==> src/rtl/tankb_pkg.sv <==
// tankb_pkg: shared constants, ROM region map, FIFO word layout and writer
// state encoding for the ROM download path.
package tankb_pkg;

    localparam logic [7:0] ROM_INDEX = 8'd0;
    localparam int         IMG_BYTES = 10496;

    localparam logic [13:0] PRG_BASE  = 14'h0000;
    localparam logic [13:0] GFX_BASE  = 14'h2000;
    localparam logic [13:0] PROM_BASE = 14'h2800;

    typedef enum logic [1:0] {IDLE, LOAD, WRITE, DONE} state_t;

    typedef struct packed {
        logic [13:0] addr;
        logic [7:0]  data;
    } dl_word_t;

endpackage

==> src/rtl/rom_dl_writer_fifo.sv <==
// byte_fifo: small synchronous FIFO with flush.
// Ports: clk/reset, i_flush (drop all entries), i_push/i_din (write),
// i_pop (advance read), o_dout (head entry), o_full, o_empty,
// o_count (occupancy).
module byte_fifo #(
    parameter int W     = 22,
    parameter int DEPTH = 4
) (
    input  logic                   clk,
    input  logic                   reset,
    input  logic                   i_flush,
    input  logic                   i_push,
    input  logic [W-1:0]           i_din,
    input  logic                   i_pop,
    output logic [W-1:0]           o_dout,
    output logic                   o_full,
    output logic                   o_empty,
    output logic [$clog2(DEPTH):0] o_count
);

    localparam int AW = $clog2(DEPTH);

    logic [W-1:0]  r_mem [DEPTH];
    logic [AW-1:0] r_wr;
    logic [AW-1:0] r_rd;
    logic [AW:0]   r_cnt;
    logic          w_push;
    logic          w_pop;

    assign o_full  = r_cnt == (AW+1)'(DEPTH);
    assign o_empty = r_cnt == '0;
    assign o_count = r_cnt;
    assign o_dout  = r_mem[r_rd];
    assign w_push  = i_push && !o_full && !i_flush;
    assign w_pop   = i_pop && !o_empty && !i_flush;

    always_ff @(posedge clk) begin
        if (reset || i_flush) begin
            r_wr  <= '0;
            r_rd  <= '0;
            r_cnt <= '0;
        end else begin
            if (w_push) r_wr <= r_wr + 1'b1;
            if (w_pop) r_rd <= r_rd + 1'b1;
            r_cnt <= r_cnt + (AW+1)'(w_push) - (AW+1)'(w_pop);
        end
    end

    always_ff @(posedge clk) begin
        if (w_push) r_mem[r_wr] <= i_din;
    end

endmodule

==> src/rtl/rom_dl_writer.sv <==
// rom_dl_writer: turns the framework ioctl byte stream into paced ROM writes
// and holds the core in reset until a complete, clean image has landed.
// Ports: clk/reset; ioctl_download/index/wr/addr/dout (sender stream),
// ioctl_wait (backpressure); dn_addr/dn_data/dn_wr (ROM write port);
// core_reset_n, rom_ready, dl_error (load status).
module rom_dl_writer #(
    parameter logic [7:0] ROM_INDEX  = tankb_pkg::ROM_INDEX,
    parameter int         IMG_BYTES  = tankb_pkg::IMG_BYTES,
    parameter int         WR_HOLD    = 2,
    parameter int         FIFO_DEPTH = 4
) (
    input  logic        clk,
    input  logic        reset,
    input  logic        ioctl_download,
    input  logic [7:0]  ioctl_index,
    input  logic        ioctl_wr,
    input  logic [24:0] ioctl_addr,
    input  logic [7:0]  ioctl_dout,
    output logic        ioctl_wait,
    output logic [13:0] dn_addr,
    output logic [7:0]  dn_data,
    output logic        dn_wr,
    output logic        core_reset_n,
    output logic        rom_ready,
    output logic        dl_error
);

    import tankb_pkg::*;

    localparam int CW = $clog2(FIFO_DEPTH) + 1;

    state_t      r_state;
    logic        r_dl_d;
    logic [14:0] r_count;
    logic        r_overflow;
    logic        r_range_err;
    logic        r_pend;
    dl_word_t    r_pword;
    logic [2:0]  r_hold;
    logic        r_wait;
    logic [13:0] r_dn_addr;
    logic [7:0]  r_dn_data;
    logic        r_dn_wr;
    logic        r_core_reset_n;
    logic        r_rom_ready;
    logic        r_dl_error;

    logic          w_start;
    logic          w_match;
    logic          w_inrange;
    logic          w_push;
    logic          w_pop;
    logic          w_full;
    logic          w_empty;
    logic          w_ok;
    logic [CW-1:0] w_occ;
    dl_word_t      w_dout;

    // Bytes are only taken once a ROM download has been started, so a
    // download left high across reset cannot fill a FIFO nobody drains.
    assign w_start   = ioctl_download && !r_dl_d && ioctl_index == ROM_INDEX;
    assign w_match   = ioctl_wr && ioctl_download && ioctl_index == ROM_INDEX && r_state != IDLE && !w_start;
    assign w_inrange = ioctl_addr < 25'(IMG_BYTES);
    assign w_push    = w_match && w_inrange && !w_full;
    // Prefetch the next entry while the current write is still held.
    assign w_pop     = (r_state == LOAD || r_state == WRITE) && !r_pend && !w_empty && !w_start;
    assign w_ok      = r_count == 15'(IMG_BYTES) && !r_overflow && !r_range_err;

    byte_fifo #(.W($bits(dl_word_t)), .DEPTH(FIFO_DEPTH)) u_fifo (
        .clk     (clk),
        .reset   (reset),
        .i_flush (w_start),
        .i_push  (w_push),
        .i_din   ({ioctl_addr[13:0], ioctl_dout}),
        .i_pop   (w_pop),
        .o_dout  (w_dout),
        .o_full  (w_full),
        .o_empty (w_empty),
        .o_count (w_occ)
    );

    always_ff @(posedge clk) begin
        if (reset) begin
            r_state        <= IDLE;
            r_dl_d         <= 1'b0;
            r_count        <= '0;
            r_overflow     <= 1'b0;
            r_range_err    <= 1'b0;
            r_pend         <= 1'b0;
            r_pword        <= '0;
            r_hold         <= '0;
            r_wait         <= 1'b0;
            r_dn_addr      <= '0;
            r_dn_data      <= '0;
            r_dn_wr        <= 1'b0;
            r_core_reset_n <= 1'b0;
            r_rom_ready    <= 1'b0;
            r_dl_error     <= 1'b0;
        end else begin
            r_dl_d <= ioctl_download;
            // Based on the post-edge occupancy so a sender reacting one
            // cycle late still finds a free slot.
            r_wait <= !w_start && (int'(w_occ) + int'(w_push) - int'(w_pop) >= FIFO_DEPTH - 1);
            if (w_start) begin
                r_count        <= '0;
                r_overflow     <= 1'b0;
                r_range_err    <= 1'b0;
                r_pend         <= 1'b0;
                r_rom_ready    <= 1'b0;
                r_core_reset_n <= 1'b0;
            end else begin
                if (w_push && r_count != '1) r_count <= r_count + 1'b1;
                if (w_match && w_inrange && w_full) r_overflow <= 1'b1;
                if (w_match && !w_inrange) r_range_err <= 1'b1;
                if (w_pop) begin
                    r_pend  <= 1'b1;
                    r_pword <= w_dout;
                end
            end
            case (r_state)
                IDLE: if (w_start) r_state <= LOAD;
                LOAD: begin
                    if (r_pend && !w_start) begin
                        r_dn_addr <= r_pword.addr;
                        r_dn_data <= r_pword.data;
                        r_dn_wr   <= 1'b1;
                        r_hold    <= 3'd1;
                        r_pend    <= 1'b0;
                        r_state   <= WRITE;
                    end else if (!ioctl_download && w_empty && !r_pend) begin
                        r_state <= DONE;
                    end
                end
                WRITE: begin
                    if (r_hold == 3'(WR_HOLD)) begin
                        r_dn_wr <= 1'b0;
                        r_state <= LOAD;
                    end else begin
                        r_hold <= r_hold + 1'b1;
                    end
                end
                DONE: begin
                    r_rom_ready    <= w_ok;
                    r_dl_error     <= !w_ok;
                    r_core_reset_n <= w_ok;
                    r_state        <= IDLE;
                end
                default: r_state <= IDLE;
            endcase
        end
    end

    assign ioctl_wait   = r_wait;
    assign dn_addr      = r_dn_addr;
    assign dn_data      = r_dn_data;
    assign dn_wr        = r_dn_wr;
    assign core_reset_n = r_core_reset_n;
    assign rom_ready    = r_rom_ready;
    assign dl_error     = r_dl_error;

endmodule

==> config.mk <==
export PLATFORM = sky130hd
export DESIGN_NAME = rom_dl_writer
export DESIGN_NICKNAME = d
export VERILOG_FILES = /design/src/rtl/tankb_pkg.sv /design/src/rtl/rom_dl_writer_fifo.sv /design/src/rtl/rom_dl_writer.sv
export SDC_FILE = /design/constraint.sdc
export NUM_CORES = 1
export LEC_CHECK = 0
export ABC_AREA = 1
export CAP_MARGIN = 25
export CORE_ASPECT_RATIO = 1.4
export CORE_MARGIN = 2
export CORE_UTILIZATION = 40
export CTS_CLUSTER_DIAMETER = 60
export DETAILED_ROUTE_END_ITERATION = 10
export SYNTH_ARGS = -nofsm -noshare
export SYNTH_HDL_FRONTEND = slang
export SYNTH_SLANG_ARGS = --single-unit
==> constraint.sdc <==
create_clock -name clk -period 2.7 [get_ports clk]
set_input_delay 0.27 -clock clk [delete_from_list [all_inputs] [get_ports clk]]
set_output_delay 0.27 -clock clk [all_outputs]
set_load 0.01 [all_outputs]
# [Word level (Yosys, flattened, before mapping)]
# Memory sizes are Yosys's and may differ from the RTL's. A register that Yosys moved wholly into a read port is not among the register bits.
# Cells that the tools add are included.
[word_totals] reg_bits=57 ramBits=88 input_bits=45 output_inout_bits=27 word_cells=107 memories=1
[mem_list] memory="u_fifo.r_mem" words=4 width=22 rd=1 rd_ports_with_merged_regs=1 write_ports=1 line_no="rom_dl_writer_fifo.sv:23" rtl="logic [W-1:0] r_mem [DEPTH];"
[op_classes] add_sub_neg=8 magnitude_cmp=2 n_eq_ne=12 mux=19 n_bitwise=1 reduce_logical=48
[op_table] operator="< comparator 25 x 14 -> 1 bit (second input constant)" n=1
[op_table] operator="logical AND 1 bit" n=24
[op_table] operator="adder 15 x 1 -> 15 bit (second input constant)" n=1
[op_table] operator="== test 15 x 14 -> 1 bit (second input constant)" n=1
[op_table] operator="!= test 15 bit (second input constant)" n=1
[op_table] operator="logical NOT 1 bit" n=10
[op_table] operator="two-way mux 1 bit" n=10
[op_table] operator="AND reduction 3 bit" n=3
[op_table] operator="logical NOT 8 bit" n=1
[op_table] operator="two-way mux 2 bit" n=4
[op_table] operator="case mux 2 bit (4 select lines)" n=1
[op_table] operator="two-way mux 3 bit" n=2
[op_table] operator="!= test 2 x 1 -> 1 bit (second input constant)" n=3
[op_table] operator="case mux 3 bit (2 select lines)" n=1
[op_table] operator="nonzero test 2 bit" n=3
[op_table] operator=">= comparator 5 x 3 -> 1 bit (second input constant)" n=1
[op_table] operator="subtractor 4 x 1 -> 5 bit" n=1
[op_table] operator="adder 2 x 1 -> 2 bit (second input constant)" n=2
[op_table] operator="adder 3 x 1 -> 4 bit" n=1
[op_table] operator="== test 2 bit (second input constant)" n=2
[op_table] operator="AND reduction 2 bit" n=2
[op_table] operator="adder 3 x 1 -> 3 bit" n=1
[op_table] operator="adder 3 x 1 -> 3 bit (second input constant)" n=1
[op_table] operator="== test 3 x 2 -> 1 bit (second input constant)" n=1
[op_table] operator="11 further kinds" n=12

# [Longest topological paths before layout]
# Gate-level depths: netlist of run 1.
[depth] ltp_word=11 ltp_mapped=16

# [By module]
# Synthesis of run 1 repeated with hierarchy kept, for this count alone.
[unflattened] cells_unflattened=777 hier_area_um2=7329.5
[by_module_without_submodules] mod="byte_fifo" n_inst=1 cells_per_inst=289 area_each_um2=3819.9 seq_area_each_um2=2822.7
[by_module_without_submodules] mod="rom_dl_writer" n_inst=1 cells_per_inst=488 area_each_um2=3509.6 seq_area_each_um2=1441.4

# [Least setup slack after synthesis of run 1]
# OpenSTA, ideal clock, no wires.
[synth_path] path_kind="register -> register" start="reg r_state[0]" end="reg r_wait (netlist: ioctl_wait)" setup_time_ns=0.074 t_arrival_ns=2.619 required_time_ns=2.626 setup_slack_ns=0.007 path_stages_with_launch=16 n_path_buf=2 synth_period_minus_slack_ns=2.693 cell_sequence="dfxtp_1 > inv_1 > ha_1 > nand2_1 > nor2_1 > nand2_1 > inv_2 > buf_2 > buf_2 > ha_1 > inv_1 > ha_1 > fa_1 > nor2_1 > a21oi_1 > a31oi_1"
[synth_via] elab_chain_len=9
[synth_lines] element="start, declared" line_no="rom_dl_writer.sv:32" rtl="state_t r_state;"
[synth_lines] element="start signal, assigned" line_no="rom_dl_writer.sv:84" rtl="r_state <= IDLE;"
[synth_lines] element="start signal, assigned" line_no="rom_dl_writer.sv:121" rtl="IDLE: if (w_start) r_state <= LOAD;"
[synth_lines] element="start signal, assigned" line_no="rom_dl_writer.sv:129" rtl="r_state <= WRITE;"
[synth_lines] element="nonzero test 2 bit" line_no="rom_dl_writer.sv:62" rtl="assign w_match = ioctl_wr && ioctl_download && ioctl_index == ROM_INDEX && r_state != IDLE && !w_start;"
[synth_lines] element="logical AND 1 bit (2 in series)" line_no="rom_dl_writer.sv:62"
[synth_lines] element="logical AND 1 bit (2 in series)" line_no="rom_dl_writer.sv:64" rtl="assign w_push = w_match && w_inrange && !w_full;"
[synth_lines] element="adder 3 x 1 -> 4 bit" line_no="rom_dl_writer.sv:103" rtl="r_wait <= !w_start && (int'(w_occ) + int'(w_push) - int'(w_pop) >= FIFO_DEPTH - 1);"
[synth_lines] element="subtractor 4 x 1 -> 5 bit (*)" line_no="rom_dl_writer.sv:103"
[synth_lines] element=">= comparator 5 x 3 -> 1 bit (*)" line_no="rom_dl_writer.sv:103"
[synth_lines] element="logical AND 1 bit (*)" line_no="rom_dl_writer.sv:103"
[synth_lines] element="end signal, assigned" line_no="rom_dl_writer.sv:103"
[synth_lines] element="end, declared" line_no="rom_dl_writer.sv:40" rtl="logic r_wait;"
# Every way passes the cells marked *; elsewhere a longest branch is shown, timed or not.
# A chain may end at the register's enable or synchronous reset.

# [Worst setup path after layout of run 1]
[layout_path] start="reg r_state[1]" end="reg r_wait (netlist: ioctl_wait)"
# The elaborated chain is that of the path after synthesis.

==> summary.txt, run 1 <==
Job
  – Max Cap Viol: 0

Logic synthesis
  – Ys async rst share: 0%
  – Post-synth top cells: nor2_1, o21ai_0, edfxtp_1
  – Post-synth EDFFs: 88
  – Synth top area share: 37.24%
  – Mux share of post-synthesis cell area: 0%
  – Syn Std Cell Area: 7097 um^2
  – Primary FF master, synth: edfxtp_1
  – Library cells used by synthesis: 30
  – FF+latch count, synth: 167
  – Adder-cell share of the synthesized area: 4.090%
  – Post-Synth XOR/XNOR Area: 1.234%
  – Syn Area/Cell: 9.400 um^2
  – Synth Area in Compound Gates: 11.20%
  – Post-Synth Simple-Gate Area: 17.81%
  – Syn Inst Count: 755
  – Main combinational cell family by area after synthesis: simple AND/OR/NAND/NOR gates
  – Ys Warns: 0
  – Top cells by area, synth: edfxtp_1, dfxtp_1, nor2_1
  – Cell with the most instances after synthesis: nor2_1
  – Sequential fraction of the synthesis area: 59.52%
  – Yosys top cell by area: edfxtp_1
  – Syn Nets: 822

Finish
  – Core Util, Final: 50.30%
  – ANT cells: 0
  – Share of cells above drive strength 1: 9.360%
  – Nets: 898
  – Fin area: 8753 um^2
  – Non-filler cells, final: 1080
  – Area of the multi-input gates: 2456 um^2
  – Area Overhead vs Synth: 23.34%
  – FILL cells: 1639
  – Sequential cell area: 4225 um^2

Floorplan
  – Die Ht: 161.6 um
  – Core footprint: 17400 um^2
  – Die area: 18840 um^2
  – Initial cell density of the core: 40.78%
  – I/O pins: 72
  – Die X: 116.6 um
  – Rows: 57

Drt
  – Routed vias/inst: 5.070
  – Vias post-DR: 5476
  – Drt first pass iters: 5
  – WL final: 16.66 mm
  – Initial drt markers: 312
  – Wl on met1: 6.912 mm
  – Top Layer Used: met4
  – Wire length on met3: 607 um
  – Final ANT Viol Nets: 0
  – Drt drc: 0
  – Routed wl met2: 8.771 mm
  – Avg WL per Cell: 15.43 um

CTS
  – CTS resizes: 0
  – Clock latency on the worst-skew pair: 430 ps
  – Setup bufs post-CTS: 0
  – CTS tree: yes
  – Clk buf depth: 2
  – Clk pin slew, worst setup/hold paths: 70 ps
  – Root buf cell: clkbuf_16
  – CTS Hold Bufs: 0
  – # clock sinks: 167
  – CTS buffer count: 17
  – H-tree Lvls: 4

Timing
  – Final worst slack: 188.0 ps
  – Worst slew pin tran: 938.5 ps
  – Min Clock Period, post-route: 2512 ps
  – Setup-failing EPs final: 0
  – Clock skew: 8.525 ps
  – Max-slew headroom: 37.37%
  – Tcrit/Tclk final: 93.04%
  – RSZ-0062 raised after global routing: no
  – Hold Vio Cnt, Final: 0
  – Fmax: 398.1 MHz
  – Slew Limit Fails: 0

Placed design
  – RePlAce Congestion: 0.8371
  – IO buf count: 71
  – Post-DP Area: 8147 um^2
  – Final HPWL DP: 10.74 mm
  – Post-placement setup slack: -308.1 ps
  – Cell Count Post-Placement: 1048

Global routing
  – Total gr overflow: 0
  – Global-route wire length before repair: 26.95 mm
  – Vias in the first global route: 5408
  – Gr usage total: 18.58%
  – Initial antenna violation count: 0
  – Largest net degree at the start of global routing: 48

Power
  – Max rail drop VDD: 0.4174 mV
  – Overall power: 6.486 mW
  – Pleak: 3.279 nW
  – Cell Pwr Density: 741.0 nW/um^2

Worst setup path
  – Crit path arrival time: 2860 ps
  – Worst path cell trace: inv_1 -> ha_1 -> nor2_2 -> nand3_2 -> nor2_4 -> nand2_2 -> ha_1 -> inv_1 -> ha_1 -> fa_2 -> a21oi_1 -> a31oi_1
  – Slowest stage delay, CP: 580 ps
  – R2r setup slk: 190 ps
  – Crit Path Max Fanout: 4
  – Buf/Inv on CP: 2
  – CP Launch Type: flip-flop
  – Max stage delay cell, worst path: fa_2
  – FF-to-FF End: ioctl_wait
  – Setup CP Type: flip-flop to flip-flop
  – Worst r2r src: r_state[1]
  – WP data required: 3050 ps
  – CP top delay family: adder cells
  – Critical Path End Type: flip-flop
  – Most frequent cell on the critical path: ha_1
  – Worst r2r path cells: 12

Status
  – Outcome: finished, final reports clean

Min path
  – Worst min-delay path category: flip-flop to flip-flop
  – Min-Delay Endpoint: r_range_err
  – WHS Path Cells: 2
  – Hold_sp: r_range_err
==> per-layer routing <==
metal	vias to the layer above	track usage, %
met2	126	33.25
met4	0	7.594
met1	2624	21.79
met3	28	3.039
met5	-	0
li1	2698	-
==> report_power, final <==
part           leakage [nW]  internal (mW)  total, mW  switching (mW)
clock network         0.297           1.38       2.44            1.06
logic                  1.55          0.436       1.10           0.666
registers              1.43           2.83       2.94           0.108
total                  3.28           4.65       6.49            1.83
==> how the worst max path moves through the flow <==
stage / depth (start not counted) / end / start / slack, ps
global placement: 17 / ioctl_wait / ioctl_addr[23] / -230
floorplan: 15 / ioctl_wait / r_state[0] / 7
detailed placement: 17 / ioctl_wait / ioctl_addr[20] / -310
finish: 12 / ioctl_wait / r_state[1] / 190
CTS: 13 / ioctl_wait / r_state[1] / 60
global route: 12 / ioctl_wait / r_state[1] / 30
==> sequential cells by signal, indices dropped and copies added, names as in the netlist, 2 cells and up <==
| signal | cells |
|---|---|
| r_hold | 3 |
| u_fifo.r_mem | 88 |
| dn_addr | 14 |
| u_fifo.r_rd | 2 |
| r_state | 2 |
| u_fifo.o_count | 3 |
| u_fifo.r_wr | 2 |
| r_pword | 22 |
| r_count | 15 |
| dn_data | 8 |
==> area by class of cell <==
class	instances	area share, %
Clock buffer	20	5.346
Timing Repair Buffer	94	10.66
Clock inverter	12	1.458
Sequential cell	167	48.27
Tap cell	236	3.373
Multi-Input combinational cell	485	28.06
Inverter	66	2.830
==> kinds of logic after synthesis <==
logic type	count (synthesis)
flops	167
simple gates	301
fa+ha+maj	22
compound gates	152
buf+inv	103
xor+xnor	10
==> worst reg2reg max path: cells and delay by family (launching register included) <==
family / cells / cell delay (ps)
compound gates: 2 / 220
fa+ha+maj: 4 / 1290
buf+inv: 2 / 120
flops: 1 / 360
simple gates: 4 / 440
==> per-stage QoR <==
stage | hold slack, ps | TNS, ps
after CTS | 462.7 | 0
after global placement | 451.8 | -226.9
after detailed placement | 456.0 | -579.4
after global routing | 476.2 | 0
final | 463.1 | 0
after floorplan | 368.9 | 0
==> cell usage in the layout (no fill, tap or decap), types with 4 or more instances in the layout <==
master / n
nand4_1: 23
inv_1: 62
clkdlybuf4s50_1: 71
nor2_2: 10
o21ai_1: 6
nand2_1: 74
o21ai_0: 90
nor2_1: 167
buf_4: 19
xor2_1: 8
dfxtp_1: 78
inv_6: 4
a21oi_1: 30
clkbuf_16: 18
buf_12: 4
nand2_2: 4
nand3_1: 13
edfxtp_1: 88
a31oi_1: 25
ha_1: 20
inv_2: 4
(Power assumes the default switching activity.)
==> run 2: changes to the inputs <==
Settings changed: CAP_MARGIN 25 to 20, CORE_UTILIZATION 40 to 35, SKIP_CTS_REPAIR_TIMING set to 1.
==> run 2 against run 1 <==
Sequential share of layout area fell by 0.20 points. Register-to-register slack improved by 30 ps. Wire length fell by 3.7%. Sequential cell count did not move. Via count fell by 3.4%. Critical path depth rose by 1. Die area rose by 14%. Design area rose by 0.39%. Largest power group unchanged.
==> summary.txt, run 2 (synthesis results as in run 1) <==
Drt
  – Initial drt markers: 319
  – Final ANT Viol Nets: 0
  – Top Layer Used: met4
  – Routed vias/inst: 4.817
  – Drt first pass iters: 4
  – Wl on met1: 6.598 mm
  – Routed wl met2: 8.691 mm
  – Wire length on met3: 531 um
  – WL final: 16.04 mm
  – Drt drc: 0
  – Avg WL per Cell: 14.61 um
  – Vias post-DR: 5289

Finish
  – Share of cells above drive strength 1: 9.338%
  – ANT cells: 0
  – Largest Register: u_fifo.r_mem
  – Area Overhead vs Synth: 23.82%
  – Largest register FFs: 88
  – Core Util, Final: 44.28%
  – Most common cell after layout, fill and taps aside: nor2_1
  – Commonest non-fill, non-tap cells in the layout: nor2_1, o21ai_0, edfxtp_1
  – Nets: 900
  – Top Registers: u_fifo.r_mem: 88 flops, r_pword: 22 flops, r_count: 15 flops

Global routing
  – Total gr overflow: 0
  – Global-route wire length before repair: 26.31 mm
  – Vias in the first global route: 5209
  – Initial antenna violation count: 0
  – Largest net degree at the start of global routing: 48
  – Gr usage total: 15.54%

Worst setup path
  – Worst r2r path cells: 13
  – FF-to-FF End: ioctl_wait
  – WP data required: 3050 ps
  – Crit Path Max Fanout: 3
  – CP Launch Type: flip-flop
  – Worst r2r src: r_state[1]
  – Crit path arrival time: 2830 ps
  – Setup CP Type: flip-flop to flip-flop
  – R2r setup slk: 220 ps
  – Critical Path End Type: flip-flop

Power
  – Internal: 4.644 mW
  – Max rail drop VDD: 0.5950 mV
  – Sequential power share: 45.4%
  – Cell Pwr Density: 739.5 nW/um^2
  – Pleak: 3.293 nW
  – Sw Share: 28.54%
  – Overall power: 6.498 mW
  – Clock share of power: 37.8%
  – Combinational Power Share: 16.8%
  – NetSw: 1.854 mW

Timing
  – Slew Limit Fails: 0
  – Clock skew: 8.407 ps
  – Fmax: 402.6 MHz
  – Tcrit/Tclk final: 91.99%
  – Max-slew headroom: 56.76%
  – Min Clock Period, post-route: 2484 ps
  – Hold Vio Cnt, Final: 0
  – Worst slew pin tran: 647.7 ps
  – Setup-failing EPs final: 0
  – RSZ-0062 raised after global routing: no

CTS
  – H-tree Lvls: 4
  – Clk buf depth: 2
  – CTS tree: yes
  – CTS buffer count: 17
  – Clock latency on the worst-skew pair: 420 ps
  – Clk pin slew, worst setup/hold paths: 70 ps
  – Root buf cell: clkbuf_16
  – # clock sinks: 167

Job
  – Max Cap Viol: 0

Placed design
  – RePlAce Congestion: 0.8287
  – IO buf count: 71
  – Final HPWL DP: 10.36 mm

Floorplan
  – Die X: 124.3 um
  – Rows: 61
  – I/O pins: 72
  – Die area: 21450 um^2
  – Initial cell density of the core: 35.76%
  – Die Ht: 172.5 um
  – Core footprint: 19840 um^2

Status
  – Outcome: finished, final reports clean

Min path
  – Min-Delay Endpoint: r_overflow
  – Hold_sp: r_overflow
  – Worst min-delay path category: flip-flop to flip-flop
  – WHS Path Cells: 2
[run 2: cell types whose count changed in the layout (fill, tap and decap cells not counted), moves of 2 or more]
| cell | previous run | this run |
|---|---|---|
| clkinv_4 | 2 | 0 |
| buf_4 | 19 | 21 |
| inv_8 | 3 | 6 |
| nor2_1 | 167 | 169 |
| nor2_2 | 10 | 8 |
[run 2: per-layer routing]
| metal | up-vias | GRT usage (%) |
|---|---|---|
| li1 | 2696 | - |
| met1 | 2488 | 17.21 |
| met2 | 88 | 29.53 |
| met3 | 17 | 3.001 |
| met4 | 0 | 5.667 |
| met5 | - | 0 |
[run 2: cell type report]
| class | count | area [um^2] |
|---|---|---|
| tap | 252 | 315.3 |
| clock inverter | 14 | 150.1 |
| timing repair buffer | 96 | 948.4 |
| fill | 1898 | 11060 |
| inverter | 66 | 247.7 |
| clock buffer | 18 | 450.4 |
| multi-input combinational | 485 | 2451 |
| sequential | 167 | 4224 |
[run 2: worst max path at each step]
stage / start / end / slack [ps] / depth (start not counted)
after global placement: ioctl_addr[9] / ioctl_wait / -150 / 16
after floorplan: r_state[0] / ioctl_wait / 7 / 15
after global routing: r_state[1] / ioctl_wait / 30 / 13
after detailed placement: ioctl_addr[9] / ioctl_wait / -180 / 17
after CTS: r_state[1] / ioctl_wait / 130 / 13
final: r_state[1] / ioctl_wait / 220 / 13
[run 2: per-stage QoR]
step | hold WS, ps | instance area [um^2] | setup TNS, ps | setup WS, ps | cells
global route | 478.0 | 8787 | 0 | 27.02 | 1098
CTS | 462.7 | 8782 | 0 | 129.5 | 1098
floorplan | 368.9 | 7097 | 0 | 7.005 | 755
finish | 468.5 | 8787 | 0 | 216.3 | 1098
global placement | 452.9 | 8182 | -153.4 | -153.4 | 1066
detailed placement | 455.3 | 8182 | -177.3 | -177.3 | 1066
[run 2: worst max-delay path, stage by stage (launching register included)]
cell	delay [ps]
dfxtp_1	330
inv_1	80
ha_2	200
nor2_2	140
nand3_2	120
nor2_4	130
nand2_2	60
ha_1	270
inv_1	40
ha_1	220
fa_1	460
nor2_1	150
a21oi_1	60
a31oi_1	150
[run 2: power groups by stage]
| stage | clock, mW | sequential [mW] | combinational (mW) |
|---|---|---|---|
| finish | 2.46 | 2.95 | 1.09 |
| global route | 2.61 | 2.97 | 1.24 |
| CTS | 2.50 | 2.95 | 1.10 |
| detailed placement | 0 | 3.00 | 1.10 |
| global placement | 0 | 3.00 | 1.08 |
| floorplan | 0 | 2.97 | 0.728 |
==> run 3: changes to the inputs <==
Clock period 2.7 ns to 2.2 ns, I/O delays scaled along.
==> run 3 against run 2 <==
Core utilization increased by 1.6 points. Worst setup slack got worse by 180 ps. Clock skew increased by 1.2 ps. Critical endpoint unchanged. Largest cell class unchanged. Largest power group unchanged.
==> summary.txt, run 3 (synthesis results as in run 1) <==
Placed design
  – RePlAce Congestion: 0.8287
  – IO buf count: 71
  – Post-DP Area: 8359 um^2
  – Final HPWL DP: 10.78 mm

Floorplan
  – Die Ht: 172.5 um
  – Rows: 61
  – I/O pins: 72
  – Die X: 124.3 um
  – Die area: 21450 um^2
  – Core footprint: 19840 um^2
  – Initial cell density of the core: 35.76%

Power
  – Cell Pwr Density: 890.2 nW/um^2
  – Pleak: 3.484 nW
  – Overall power: 8.112 mW
  – Max rail drop VDD: 0.5189 mV

CTS
  – CTS tree: yes
  – # clock sinks: 167
  – Clk buf depth: 2
  – H-tree Lvls: 4
  – Clock latency on the worst-skew pair: 420 ps
  – Clk pin slew, worst setup/hold paths: 70 ps
  – Root buf cell: clkbuf_16
  – CTS buffer count: 17

Worst setup path
  – Critical Path End Type: flip-flop
  – Slowest stage delay, CP: 530 ps
  – Max stage delay cell, worst path: fa_2
  – Crit path arrival time: 2520 ps
  – Most frequent cell on the critical path: ha_4
  – Crit Path Max Fanout: 2
  – WP data required: 2560 ps
  – Worst path cell trace: inv_2 -> ha_4 -> nor2_4 -> nand3_2 -> nor2_4 -> nand2_4 -> ha_4 -> inv_2 -> ha_4 -> fa_2 -> a21oi_2 -> a31oi_1
  – CP top delay family: adder cells
  – Worst r2r path cells: 12
  – Buf/Inv on CP: 2
  – WP depth: 12
  – Setup CP Type: flip-flop to flip-flop
  – CP Launch Type: flip-flop

Finish
  – Top Registers: u_fifo.r_mem: 88 flops, r_pword: 22 flops, r_count: 15 flops
  – Share of cells above drive strength 1: 14.55%
  – ANT cells: 0
  – Nets: 920
  – Largest Register: u_fifo.r_mem
  – Largest register FFs: 88
  – Fin area: 9112 um^2
  – Commonest non-fill, non-tap cells in the layout: nor2_1, o21ai_0, edfxtp_1
  – Most common cell after layout, fill and taps aside: nor2_1
  – Area Overhead vs Synth: 28.40%

Job
  – Max Cap Viol: 0

Drt
  – Final ANT Viol Nets: 0
  – Drt drc: 0
  – WL final: 16.84 mm
  – Routed vias/inst: 4.892
  – Vias post-DR: 5469
  – Avg WL per Cell: 15.07 um
  – Initial drt markers: 272
  – Drt first pass iters: 5

Timing
  – Worst slew pin tran: 650.3 ps
  – Clock skew: 9.641 ps
  – Max-slew headroom: 56.58%
  – Fmax: 462.5 MHz
  – Hold Vio Cnt, Final: 0
  – TNS Setup: 0 ps
  – Slew Limit Fails: 0
  – Setup-failing EPs final: 0
  – RSZ-0062 raised after global routing: yes
  – Min Clock Period, post-route: 2162 ps
  – Tcrit/Tclk final: 98.28%

Status
  – Outcome: finished, final reports clean

Global routing
  – Vias in the first global route: 5283
  – Global-route wire length before repair: 26.63 mm
  – Gr usage total: 15.74%
  – Total gr overflow: 0
  – Largest net degree at the start of global routing: 48
  – Initial antenna violation count: 0

Min path
  – Worst min-delay path category: input pin to flip-flop
  – WHS Path Cells: 2
==> run 3: cell types whose count changed in the layout (fill, tap and decap cells not counted), sizes merged <==
| cell | delta |
|---|---|
| buf | +20 |
| clkdlybuf4s50 | -10 |
| dlymetal6s2s | +10 |
| clkinv | +6 |
| inv | -5 |
| bufinv | -1 |
| clkbuf | -1 |
| clkinvlp | +1 |
==> run 3: layer usage <==
metal | vias to the layer above | global-route usage [%] | part of all wire, %
met5 | - | 0 | 0
met4 | 0 | 5.862 | 2.0
met3 | 26 | 2.630 | 2.5
met2 | 96 | 30.70 | 54
met1 | 2601 | 16.99 | 41
li1 | 2746 | - | -
==> run 3: path summary, 6_finish.rpt <==
check | slack [ps] | to | start
max reg2reg | 40 | ioctl_wait | r_state[1]
min | 130 | u_fifo.r_mem[1][17] | ioctl_addr[9]
max | 40 | ioctl_wait | r_state[1]
min reg2reg | 470 | dl_error | dl_error
==> run 3: final cells by class <==
cell class / count / area, um^2
fill: 1870 / 10730
sequential: 167 / 4227
multi-input combinational: 485 / 2572
timing repair buffer: 116 / 1165
clock buffer: 17 / 425.4
tap: 252 / 315.3
inverter: 66 / 250.2
clock inverter: 15 / 157.7
==> run 3: report_power, final <==
part	leakage (nW)	total (mW)	internal (mW)	switching, mW
clock	0.286	2.88	1.52	1.37
combinational	1.77	1.64	0.703	0.934
sequential	1.43	3.59	3.48	0.114
==> run 3: metrics by stage <==
stage | hold WS (ps) | worst slack [ps] | instances | util, %
6_report | 132.6 | 37.83 | 1118 | 45.92
5_1_grt | 143.4 | -62.98 | 1118 | 45.92
4_1_cts | 408.7 | -193.8 | 1114 | 45.06
3_5_place_dp | 463.2 | -571.9 | 1082 | 42.12
3_3_place_gp | 450.8 | -516.2 | 1082 | 42.12
2_1_floorplan | 318.9 | -224.6 | 755 | -
